==> src/rtl/snake_nav_pkg.sv <==
// Shared snake navigation types: direction encoding and
// the direction helper functions.
package snake_nav_pkg;

  typedef logic [1:0] dir_t;

  localparam dir_t DIR_UP    = 2'd0;
  localparam dir_t DIR_RIGHT = 2'd1;
  localparam dir_t DIR_DOWN  = 2'd2;
  localparam dir_t DIR_LEFT  = 2'd3;

  localparam int unsigned MAX_DEPTH = 4;

  function automatic dir_t opposite(dir_t d);
    return d ^ 2'd2;
  endfunction

  function automatic logic is_perpendicular(dir_t a, dir_t b);
    dir_t x;
    x = a ^ b;
    return x[0];
  endfunction

endpackage

==> src/rtl/button_conditioner.sv <==
// One button: 2-flop synchroniser, stability debounce
// and a single-cycle pulse on each accepted press.
module button_conditioner #(
  parameter int unsigned DEBOUNCE_CYCLES = 50000,
  parameter int unsigned CNT_W = 16
) (
  input  logic CLK,
  input  logic RESET,
  input  logic btn_i,
  output logic press_o
);

  localparam logic [CNT_W-1:0] LAST =
    CNT_W'(DEBOUNCE_CYCLES - 1);

  logic             sync1_q, sync2_q;
  logic             acc_q, acc_d;
  logic [CNT_W-1:0] cnt_q, cnt_d;
  logic             press_q, press_d;

  always_comb begin
    acc_d   = acc_q;
    cnt_d   = '0;
    press_d = 1'b0;
    if (sync2_q != acc_q) begin
      if (cnt_q == LAST) begin
        acc_d   = sync2_q;
        press_d = sync2_q;
      end else begin
        cnt_d = cnt_q + 1'b1;
      end
    end
  end

  always_ff @(posedge CLK) begin
    if (RESET) begin
      sync1_q <= 1'b0;
      sync2_q <= 1'b0;
      acc_q   <= 1'b0;
      cnt_q   <= '0;
      press_q <= 1'b0;
    end else begin
      sync1_q <= btn_i;
      sync2_q <= sync1_q;
      acc_q   <= acc_d;
      cnt_q   <= cnt_d;
      press_q <= press_d;
    end
  end

  assign press_o = press_q;

endmodule

==> src/rtl/direction_turn_scheduler.sv <==
// Conditions the four buttons and queues perpendicular
// turns, releasing at most one per movement tick.
module direction_turn_scheduler
  import snake_nav_pkg::*;
#(
  parameter int unsigned DEBOUNCE_CYCLES = 16'd50000,
  parameter int unsigned QUEUE_DEPTH = 2,
  parameter int unsigned CNT_W = 16
) (
  input  logic       CLK,
  input  logic       RESET,
  input  logic       BTNL,
  input  logic       BTNT,
  input  logic       BTNR,
  input  logic       BTND,
  input  logic       MOVE_TICK,
  input  logic       ENABLE,
  output logic [1:0] DIR_OUT,
  output logic       TURN_APPLIED,
  output logic [2:0] QUEUE_COUNT,
  output logic       OVERFLOW
);

  typedef logic [1:0] ptr_t;

  localparam ptr_t       PTR_LAST = 2'(QUEUE_DEPTH - 1);
  localparam logic [2:0] FULL_CNT = 3'(QUEUE_DEPTH);

  logic p_l, p_t, p_r, p_d;

  button_conditioner #(.DEBOUNCE_CYCLES(DEBOUNCE_CYCLES), .CNT_W(CNT_W))
    u_btn_l (.CLK(CLK), .RESET(RESET), .btn_i(BTNL), .press_o(p_l));
  button_conditioner #(.DEBOUNCE_CYCLES(DEBOUNCE_CYCLES), .CNT_W(CNT_W))
    u_btn_t (.CLK(CLK), .RESET(RESET), .btn_i(BTNT), .press_o(p_t));
  button_conditioner #(.DEBOUNCE_CYCLES(DEBOUNCE_CYCLES), .CNT_W(CNT_W))
    u_btn_r (.CLK(CLK), .RESET(RESET), .btn_i(BTNR), .press_o(p_r));
  button_conditioner #(.DEBOUNCE_CYCLES(DEBOUNCE_CYCLES), .CNT_W(CNT_W))
    u_btn_d (.CLK(CLK), .RESET(RESET), .btn_i(BTND), .press_o(p_d));

  function automatic ptr_t wrap_inc(ptr_t p);
    return (p == PTR_LAST) ? 2'd0 : p + 2'd1;
  endfunction

  dir_t       mem_q [MAX_DEPTH];
  ptr_t       wr_q, wr_d, rd_q, rd_d;
  logic [2:0] cnt_q, cnt_d;
  dir_t       dir_q, dir_d;
  logic       turn_q, turn_d;
  logic       ovf_q, ovf_d;

  dir_t cand, ref_dir;
  ptr_t newest;
  logic cand_v, legal, full, push, pop;

  // Several presses in one cycle: keep only the highest priority.
  always_comb begin
    cand_v = 1'b1;
    cand   = DIR_UP;
    priority case (1'b1)
      p_t:     cand = DIR_UP;
      p_r:     cand = DIR_RIGHT;
      p_d:     cand = DIR_DOWN;
      p_l:     cand = DIR_LEFT;
      default: cand_v = 1'b0;
    endcase
  end

  always_comb begin
    newest  = (wr_q == 2'd0) ? PTR_LAST : wr_q - 2'd1;
    ref_dir = (cnt_q != 3'd0) ? mem_q[newest] : dir_q;
    full    = (cnt_q == FULL_CNT);
    pop     = ENABLE && MOVE_TICK && (cnt_q != 3'd0);
    legal   = ENABLE && cand_v && is_perpendicular(cand, ref_dir);
    push    = legal && (!full || pop);
  end

  always_comb begin
    wr_d   = wr_q;
    rd_d   = rd_q;
    cnt_d  = cnt_q;
    dir_d  = dir_q;
    turn_d = 1'b0;
    ovf_d  = ovf_q;
    if (!ENABLE) begin
      wr_d  = 2'd0;
      rd_d  = 2'd0;
      cnt_d = 3'd0;
    end else begin
      if (pop) begin
        dir_d  = mem_q[rd_q];
        turn_d = 1'b1;
        rd_d   = wrap_inc(rd_q);
      end
      if (push)
        wr_d = wrap_inc(wr_q);
      if (legal && full && !pop)
        ovf_d = 1'b1;
      if (push && !pop)
        cnt_d = cnt_q + 3'd1;
      else if (pop && !push)
        cnt_d = cnt_q - 3'd1;
    end
  end

  always_ff @(posedge CLK) begin
    if (RESET) begin
      wr_q   <= 2'd0;
      rd_q   <= 2'd0;
      cnt_q  <= 3'd0;
      dir_q  <= DIR_UP;
      turn_q <= 1'b0;
      ovf_q  <= 1'b0;
    end else begin
      wr_q   <= wr_d;
      rd_q   <= rd_d;
      cnt_q  <= cnt_d;
      dir_q  <= dir_d;
      turn_q <= turn_d;
      ovf_q  <= ovf_d;
      if (push)
        mem_q[wr_q] <= cand;
    end
  end

  assign DIR_OUT      = dir_q;
  assign TURN_APPLIED = turn_q;
  assign QUEUE_COUNT  = cnt_q;
  assign OVERFLOW     = ovf_q;

endmodule

==> config.mk <==
export PLATFORM = sky130hd
export DESIGN_NAME = direction_turn_scheduler
export DESIGN_NICKNAME = d
export VERILOG_FILES = /design/src/rtl/snake_nav_pkg.sv /design/src/rtl/button_conditioner.sv /design/src/rtl/direction_turn_scheduler.sv
export SDC_FILE = /design/constraint.sdc
export NUM_CORES = 1
export LEC_CHECK = 0
export BUFFER_PORTS_ARGS = -buffer_cell sky130_fd_sc_hd__buf_4
export CAP_MARGIN = 20
export CORE_ASPECT_RATIO = 1.5
export CORE_MARGIN = 5
export CORE_UTILIZATION = 65
export CTS_CLUSTER_SIZE = 30
export DETAILED_ROUTE_END_ITERATION = 12
export PLACE_DENSITY = 0.83
export SLEW_MARGIN = 25
export SYNTH_ARGS = -nofsm -noshare
export SYNTH_HDL_FRONTEND = slang
export SYNTH_HIERARCHICAL = 1
export SYNTH_SLANG_ARGS = --single-unit
==> constraint.sdc <==
create_clock -name CLK -period 4.2 [get_ports CLK]
set_input_delay 1.05 -clock CLK [delete_from_list [all_inputs] [get_ports CLK]]
set_output_delay 1.05 -clock CLK [all_outputs]
set_load 0.05 [all_outputs]
==> qor.csv, run 1 <==
stage,metric,value,unit
route,1st-iter DRT viols,131,
synthesis,register area share after synthesis,45.7,%
cts,CTS tree,yes,
grt,number of global-route vias before repair,3067,
synthesis,Syn Area/Cell,10.3,sq um
timing,worst rel slew slack,71.7,%
timing,Final Hold Vio Count,0,
grt,total track usage,18.4,%
route,per-cell routed wire length,13.7,um
cts,root buf cell,clkbuf_8,
timing,Layout Skew,0.00504,ns
critical_path,CP startpoint,ENABLE,
synthesis,post-synth top area cell,dfxtp_1,
job,number of max-cap violations,0,
timing,sum of negative setup slack,0,ns
layout,Final nets,473,
layout,post-route non-filler standard cell count,540,
layout,share of layout cells above drive strength 1,19.3,%
critical_path,Setup CP Type,in -> reg,
power,power density cells,320,mW/mm^2
timing,RSZ-0062 raised after global routing,no,
timing,slew at the pin closest to its max-slew limit,0.421,ns
synthesis,top-count cell post-synth,dfxtp_1,
route,Routed Antenna Nets,0,
critical_path,worst path cell trace,buf_4 > a211oi_1 > a221oi_1 > nand4bb_2 > and2_4 > inv_2 > ha_1 > inv_1 > fa_1 > xor2_1 > or3_1 > a21oi_1,
floorplan,die area,0.00875,sq mm
timing,pins over their slew limit,0,
cts,clock-pin slew on the worst setup and hold paths,0.08,ns
hold_path,hold path endpoint,u_btn_d/sync2_q,
critical_path,RR Startpoint,QUEUE_COUNT[0],
critical_path,cells on worst reg2reg path,11,
synthesis,Synth cell types,44,
floorplan,Ports,15,
layout,number of diodes,0,
critical_path,CP Data Arrival Time,3.31,ns
timing,Fmax,331,MHz
critical_path,crit-path max FO,7,
critical_path,CP bufs+invs,3,
grt,gr ovfl total,0,
placement,placed insts,526,
timing,Min Hold Slack,0.444,ns
power,leakage,1.54,nW
synthesis,register bit total from synthesis,99,
hold_path,Hold Path Class,reg -> reg,
layout,P&R area growth vs syn,7.34,%
timing,# setup viols final,0,
cts,CTS Buffer Depth,2,
critical_path,worst path required time,4.49,ns
timing,Setup WS post-layout,1.18,ns
route,drt drc,0,
synthesis,Netlist Area Pre-Place,0.00452,sq mm
route,vias per cell,5.62,
power,Peak supply drop,0.000180,V
synthesis,"EDFF count, synth",8,
floorplan,Die Span X,78.1,um
grt,first-pass GRT wire length,13400,um
floorplan,Std-Cell Core Area,0.00681,sq mm
route,via count,3035,
floorplan,Starting Density,66.4,%
critical_path,CP endpoint kind,register,
floorplan,std cell rows,37,
cts,# H-tree levels,3,
synthesis,"Net Count, Synth",454,
placement,Port Buf Inserts,14,
synthesis,yosys warns,6,
route,Post-Route WL,7420,um
cts,"Hold-fix buffers, CTS",0,
hold_path,worst hold path startpoint,u_btn_d/sync1_q,
critical_path,critical path's slowest cell,fa_1,
synthesis,Synth async-reset ratio,0,%
critical_path,R2R Setup Slk,1.49,ns
synthesis,top-area cell type share of the netlist area,40.3,%
critical_path,reg2reg end,QUEUE_COUNT[2],
placement,DP Worst Slack,0.829,ns
hold_path,Hold Path Cell Cnt,1,
timing,Final period util,71.9,%
cts,CTS-repair resized insts,0,
timing,clock period minus worst slack,3.02,ns
outcome,status,"finished, final reports clean",
cts,clk sinks,99,
synthesis,top_reg_cell synth,dfxtp_1,
critical_path,crit start category,input port,
placement,dpl hpwl,5310,um
placement,routability cong.,0.836,
critical_path,cell family with most CP delay,simple AND/OR/NAND/NOR gates,
cts,clk_lat worst skew,0.35,ns
synthesis,Post-Syn Instances,440,
critical_path,CP max stage delay,0.38,ns
cts,"Setup Fix Bufs, Post-CTS",0,
grt,antenna violations before repair,0,
synthesis,most area-consuming cells after synthesis,"dfxtp_1 40%, xnor2_1 11%, nor2_1 6.2%",
floorplan,die height,112,um
grt,largest net degree at the start of global routing,33,
layout,final cell utilization of the core,71.2,%
cts,CTS Buf Count,9,
route,drt first pass iters,4,
synthesis,Synth top cells by count,"91 x dfxtp_1, 74 x nor2_1, 58 x xnor2_1",
-- worst register-to-register path, cell delays in order (launching register included) --
cell and delay, ns:
dfxtp_1 0.38, nor3_1 0.35, and2_1 0.25, o2111ai_2 0.15, and2_4 0.20, inv_2 0.07
ha_1 0.19, inv_1 0.07, fa_1 0.38, xor2_1 0.16, or3_1 0.30, a21oi_1 0.15
-- logic make-up after synthesis --
family | Yosys count | share of synthesized area, %
and+or+nand+nor | 225 | 32.6
DFF | 99 | 45.7
xor gates and xnor gates | 64 | 12.4
buffers and inverters | 23 | 2.60
AOI/OAI and AO/OA | 15 | 2.55
muxes | 8 | 2.33
adders and majority gates | 6 | 1.83
-- per-stage QoR --
step,power (mW),area [sq um]
after floorplan,0.992,4520
after global placement,1.00,4660
after detailed placement,1.00,4660
after CTS,1.58,4850
after global routing,1.62,4850
final,1.55,4850
-- cell usage in the layout (no fill, tap or decap), drive strengths merged, types with 2 or more instances in the layout --
cell type,count
nand4,13
edfxtp,8
inv,17
nand4b,4
a21oi,6
a21o,2
dfxtp,91
clkbuf,12
nor4,21
nor4bb,8
mux4,2
xnor2,58
xor2,6
nor3,23
o21ai,2
nand2,25
and3,4
buf,14
mux2i,6
nand3,23
nor2,78
ha,5
a211oi,2
nor2b,10
and2,3
nor4b,10
-- layer usage --
metal,wire length [um],vias to the layer above,global-route usage (%)
met4,129,0,7.89
met2,3870,27,31.6
met3,195,14,4.25
met5,0,-,0
li1,-,1561,-
met1,3220,1433,21.6
-- how the worst max path moves through the flow --
| stage | end | slack (ns) | cells past startpoint |
|---|---|---|---|
| 3_3_place_gp | QUEUE_COUNT[2] | 0.95 | 12 |
| 2_1_floorplan | QUEUE_COUNT[2] | 1.14 | 11 |
| 3_5_place_dp | QUEUE_COUNT[2] | 0.83 | 12 |
| 6_report | QUEUE_COUNT[2] | 1.18 | 12 |
| 4_1_cts | QUEUE_COUNT[2] | 1.20 | 12 |
| 5_1_grt | QUEUE_COUNT[2] | 1.01 | 12 |
-- state kept, by name (all words and copies together), names as in the netlist, 2 cells and up --
name	count
DIR_OUT	2
QUEUE_COUNT	3
mem_q	8
rd_q	2
u_btn_d/cnt_q	16
u_btn_l/cnt_q	16
u_btn_r/cnt_q	16
u_btn_t/cnt_q	16
wr_q	2
-- power by group --
part,leakage (nW),switching [mW],internal [mW]
Clock,0.0885,0.287,0.286
Combinational,0.625,0.0154,0.00971
Sequential,0.828,0.00306,0.953
-- layout make-up --
type	instances	area, sq um
clock buffers	12	145
clock inverters	2	37.5
multi-input cells	318	2340
inverters	17	63.8
flip-flops and latches	99	2060
well taps	78	97.6
repair buffers	14	105
fillers	522	1960
Power figures use the tool's default switching activity.
==> run 2, diff against run 1 <==
Settings changed: ABC_AREA from default to 1, CORE_UTILIZATION 65 to 62, PLACE_DENSITY 0.83 to 0.79.
Clock period 4.2 ns to 2.8 ns, I/O delays scaled along.
==> run 2 against run 1 <==
Combinational power is 98% higher. Area after synthesis is 15% higher. Power is 70% higher. Flip-flop and latch count stayed put. Via count is 39% higher. Core utilization is 3.7 points lower. Final area is 16% higher. Worst setup slack worse by 0.70 ns. Register-to-register slack worse by 1.0 ns. Largest cell class unchanged.
==> qor.csv, run 2 <==
stage,metric,value,unit
timing,Layout Skew,0.00771,ns
critical_path,worst path cell trace,nor2_1 > a21oi_2 > nand2_2 > nand3_1 > nand3_2 > nor2_4 > ha_1 > inv_1 > fa_1 > a21oi_1 > o21ai_0 > o21ai_0 > a21oi_1,
layout,"commonest non-fill, non-tap cell in the layout",nand2_1,
critical_path,worst path required time,3.02,ns
job,number of max-cap violations,0,
cts,clk_lat worst skew,0.34,ns
cts,clk sinks,99,
route,per-cell routed wire length,11.7,um
grt,largest net degree at the start of global routing,24,
layout,P&R area growth vs syn,8.28,%
floorplan,Die Span X,84.7,um
synthesis,Netlist Area Pre-Place,0.00519,sq mm
synthesis,Post-Syn Instances,694,
grt,gr ovfl total,0,
placement,Port Buf Inserts,14,
placement,routability cong.,0.890,
critical_path,crit-path max FO,8,
timing,slew at the pin closest to its max-slew limit,0.607,ns
cts,CTS tree,yes,
timing,clock period minus worst slack,2.32,ns
timing,# setup viols final,0,
floorplan,die height,122,um
hold_path,Hold Path Class,reg -> reg,
route,drt first pass iters,4,
floorplan,Std-Cell Core Area,0.00831,sq mm
synthesis,top-count cell post-synth,nand2_1,
layout,FILL cells,739,
timing,sum of negative setup slack,0,ns
cts,root buf cell,clkbuf_16,
cts,# H-tree levels,3,
placement,dpl hpwl,7300,um
cts,CTS-repair resized insts,0,
power,leakage,2.04,nW
synthesis,post-synth top area cell,dfxtp_1,
timing,worst rel slew slack,59.2,%
critical_path,cells on worst reg2reg path,13,
power,power density cells,469,mW/mm^2
layout,sequential cell area,0.00206,sq mm
critical_path,CP bufs+invs,1,
critical_path,RR Startpoint,wr_q[0],
route,vias per cell,5.10,
timing,Fmax,431,MHz
critical_path,critical path's slowest cell,dfxtp_1,
synthesis,Synth cell types,27,
floorplan,die area,0.0103,sq mm
critical_path,Setup CP Type,reg -> reg,
critical_path,CP startpoint,wr_q[0],
synthesis,Syn Area/Cell,7.47,sq um
route,Post-Route WL,9650,um
route,1st-iter DRT viols,201,
layout,number of diodes,0,
synthesis,"EDFF count, synth",8,
critical_path,instance count on the critical path,13,
route,via count,4212,
timing,RSZ-0062 raised after global routing,no,
critical_path,CP max stage delay,0.47,ns
layout,final cell utilization of the core,67.6,%
timing,Final period util,82.9,%
grt,total track usage,20.5,%
cts,clock-pin slew on the worst setup and hold paths,0.07,ns
cts,"Hold-fix buffers, CTS",0,
timing,Min Hold Slack,0.397,ns
critical_path,CP endpoint,QUEUE_COUNT[2],
floorplan,Starting Density,62.4,%
layout,Final nets,728,
route,Routed Antenna Nets,0,
cts,"Setup Fix Bufs, Post-CTS",0,
critical_path,crit start category,register,
floorplan,std cell rows,41,
timing,pins over their slew limit,0,
timing,Final Hold Vio Count,0,
outcome,status,"finished, final reports clean",
synthesis,"Net Count, Synth",708,
grt,antenna violations before repair,0,
power,Peak supply drop,0.000351,V
synthesis,top_reg_cell synth,dfxtp_1,
critical_path,R2R Setup Slk,0.48,ns
layout,share of layout cells above drive strength 1,17.8,%
critical_path,reg2reg end,QUEUE_COUNT[2],
synthesis,Synth async-reset ratio,0,%
synthesis,most area-consuming cells after synthesis,"dfxtp_1 35%, nand2_1 9.9%, inv_1 8.3%",
layout,most frequent cells in the layout,"137 x nand2_1, 115 x inv_1, 91 x dfxtp_1",
critical_path,CP endpoint kind,register,
grt,number of global-route vias before repair,4220,
cts,CTS Buf Count,9,
critical_path,cell family with most CP delay,compound AO/OA/AOI/OAI gates,
synthesis,register area share after synthesis,39.8,%
synthesis,top-area cell type share of the netlist area,35.1,%
synthesis,Synth top cells by count,"137 x nand2_1, 115 x inv_1, 91 x dfxtp_1",
route,drt drc,0,
critical_path,CP Data Arrival Time,2.55,ns
cts,CTS Buffer Depth,2,
layout,multi-input logic area,0.00257,sq mm
synthesis,register bit total from synthesis,99,
floorplan,Ports,15,
grt,first-pass GRT wire length,17500,um
synthesis,yosys warns,6,
==> run 2: cell count changes in the layout (fill, tap and decap cells not counted), sizes merged, moves of 11 or more <==
cell | previous run | this run
nand3 | 23 | 55
xor2 | 6 | 21
nor3 | 23 | 6
o21ai | 2 | 13
nor2 | 78 | 155
nor4 | 21 | 0
xnor2 | 58 | 8
nand4 | 13 | 28
inv | 17 | 122
nand2 | 25 | 143
a21oi | 6 | 30
==> run 2: how the worst min path moves through the flow <==
stage / start / end / slack [ns] / depth (start not counted)
6_report: u_btn_r/sync1_q / u_btn_r/sync2_q / 0.40 / 2
5_1_grt: u_btn_r/sync1_q / u_btn_r/sync2_q / 0.42 / 2
4_1_cts: u_btn_r/sync1_q / u_btn_r/sync2_q / 0.40 / 2
3_5_place_dp: u_btn_r/sync1_q / u_btn_r/sync2_q / 0.39 / 2
3_3_place_gp: u_btn_d/sync1_q / u_btn_d/sync2_q / 0.39 / 2
2_1_floorplan: u_btn_d/sync1_q / u_btn_d/sync2_q / 0.39 / 2
==> run 2: kinds of logic after synthesis <==
kind of cell | after synthesis | synth area share (%)
AOI/OAI and AO/OA | 46 | 4.90
xor gates and xnor gates | 29 | 4.90
adders and majority gates | 6 | 1.59
buffers and inverters | 127 | 10.6
DFF | 99 | 39.8
and+or+nand+nor | 387 | 38.3
==> run 2: through the flow <==
step	power, mW	instance area [sq um]	worst slack [ns]	cells
after CTS	2.67	5620	0.475	826
after global routing	2.74	5620	0.235	826
after floorplan	1.50	5190	0.359	694
after global placement	1.52	5330	0.433	810
after detailed placement	1.52	5330	0.360	810
final	2.63	5620	0.479	826
==> run 2: worst reg2reg max path, cell delays in order (launching register included) <==
cell     delay [ns]
dfxtp_1        0.47
nor2_1         0.10
a21oi_2        0.13
nand2_2        0.08
nand3_1        0.11
nand3_2        0.11
nor2_4         0.14
ha_1           0.17
inv_1          0.07
fa_1           0.38
a21oi_1        0.14
o21ai_0        0.11
o21ai_0        0.17
a21oi_1        0.06
==> run 2: cell type report <==
cell class | count | area share (%)
clock inverter | 4 | 0.446
sequential | 99 | 36.7
multi-input combinational | 468 | 45.9
clock buffer | 12 | 4.57
tap | 107 | 2.38
timing repair buffer | 14 | 1.87
inverter | 122 | 8.16
==> run 2: where the power goes <==
| group | total (mW) | internal (mW) | switching, mW |
|---|---|---|---|
| registers | 1.44 | 1.43 | 0.00503 |
| logic | 0.0496 | 0.0159 | 0.0337 |
| clock network | 1.15 | 0.648 | 0.500 |
==> run 2: per-layer routing <==
metal | vias up | track usage, % | share of wire (%)
li1 | 2201 | - | -
met1 | 1917 | 20.9 | 40
met2 | 69 | 38.1 | 53
met3 | 25 | 4.06 | 3.0
met4 | 0 | 12.2 | 3.6
met5 | - | 0 | 0
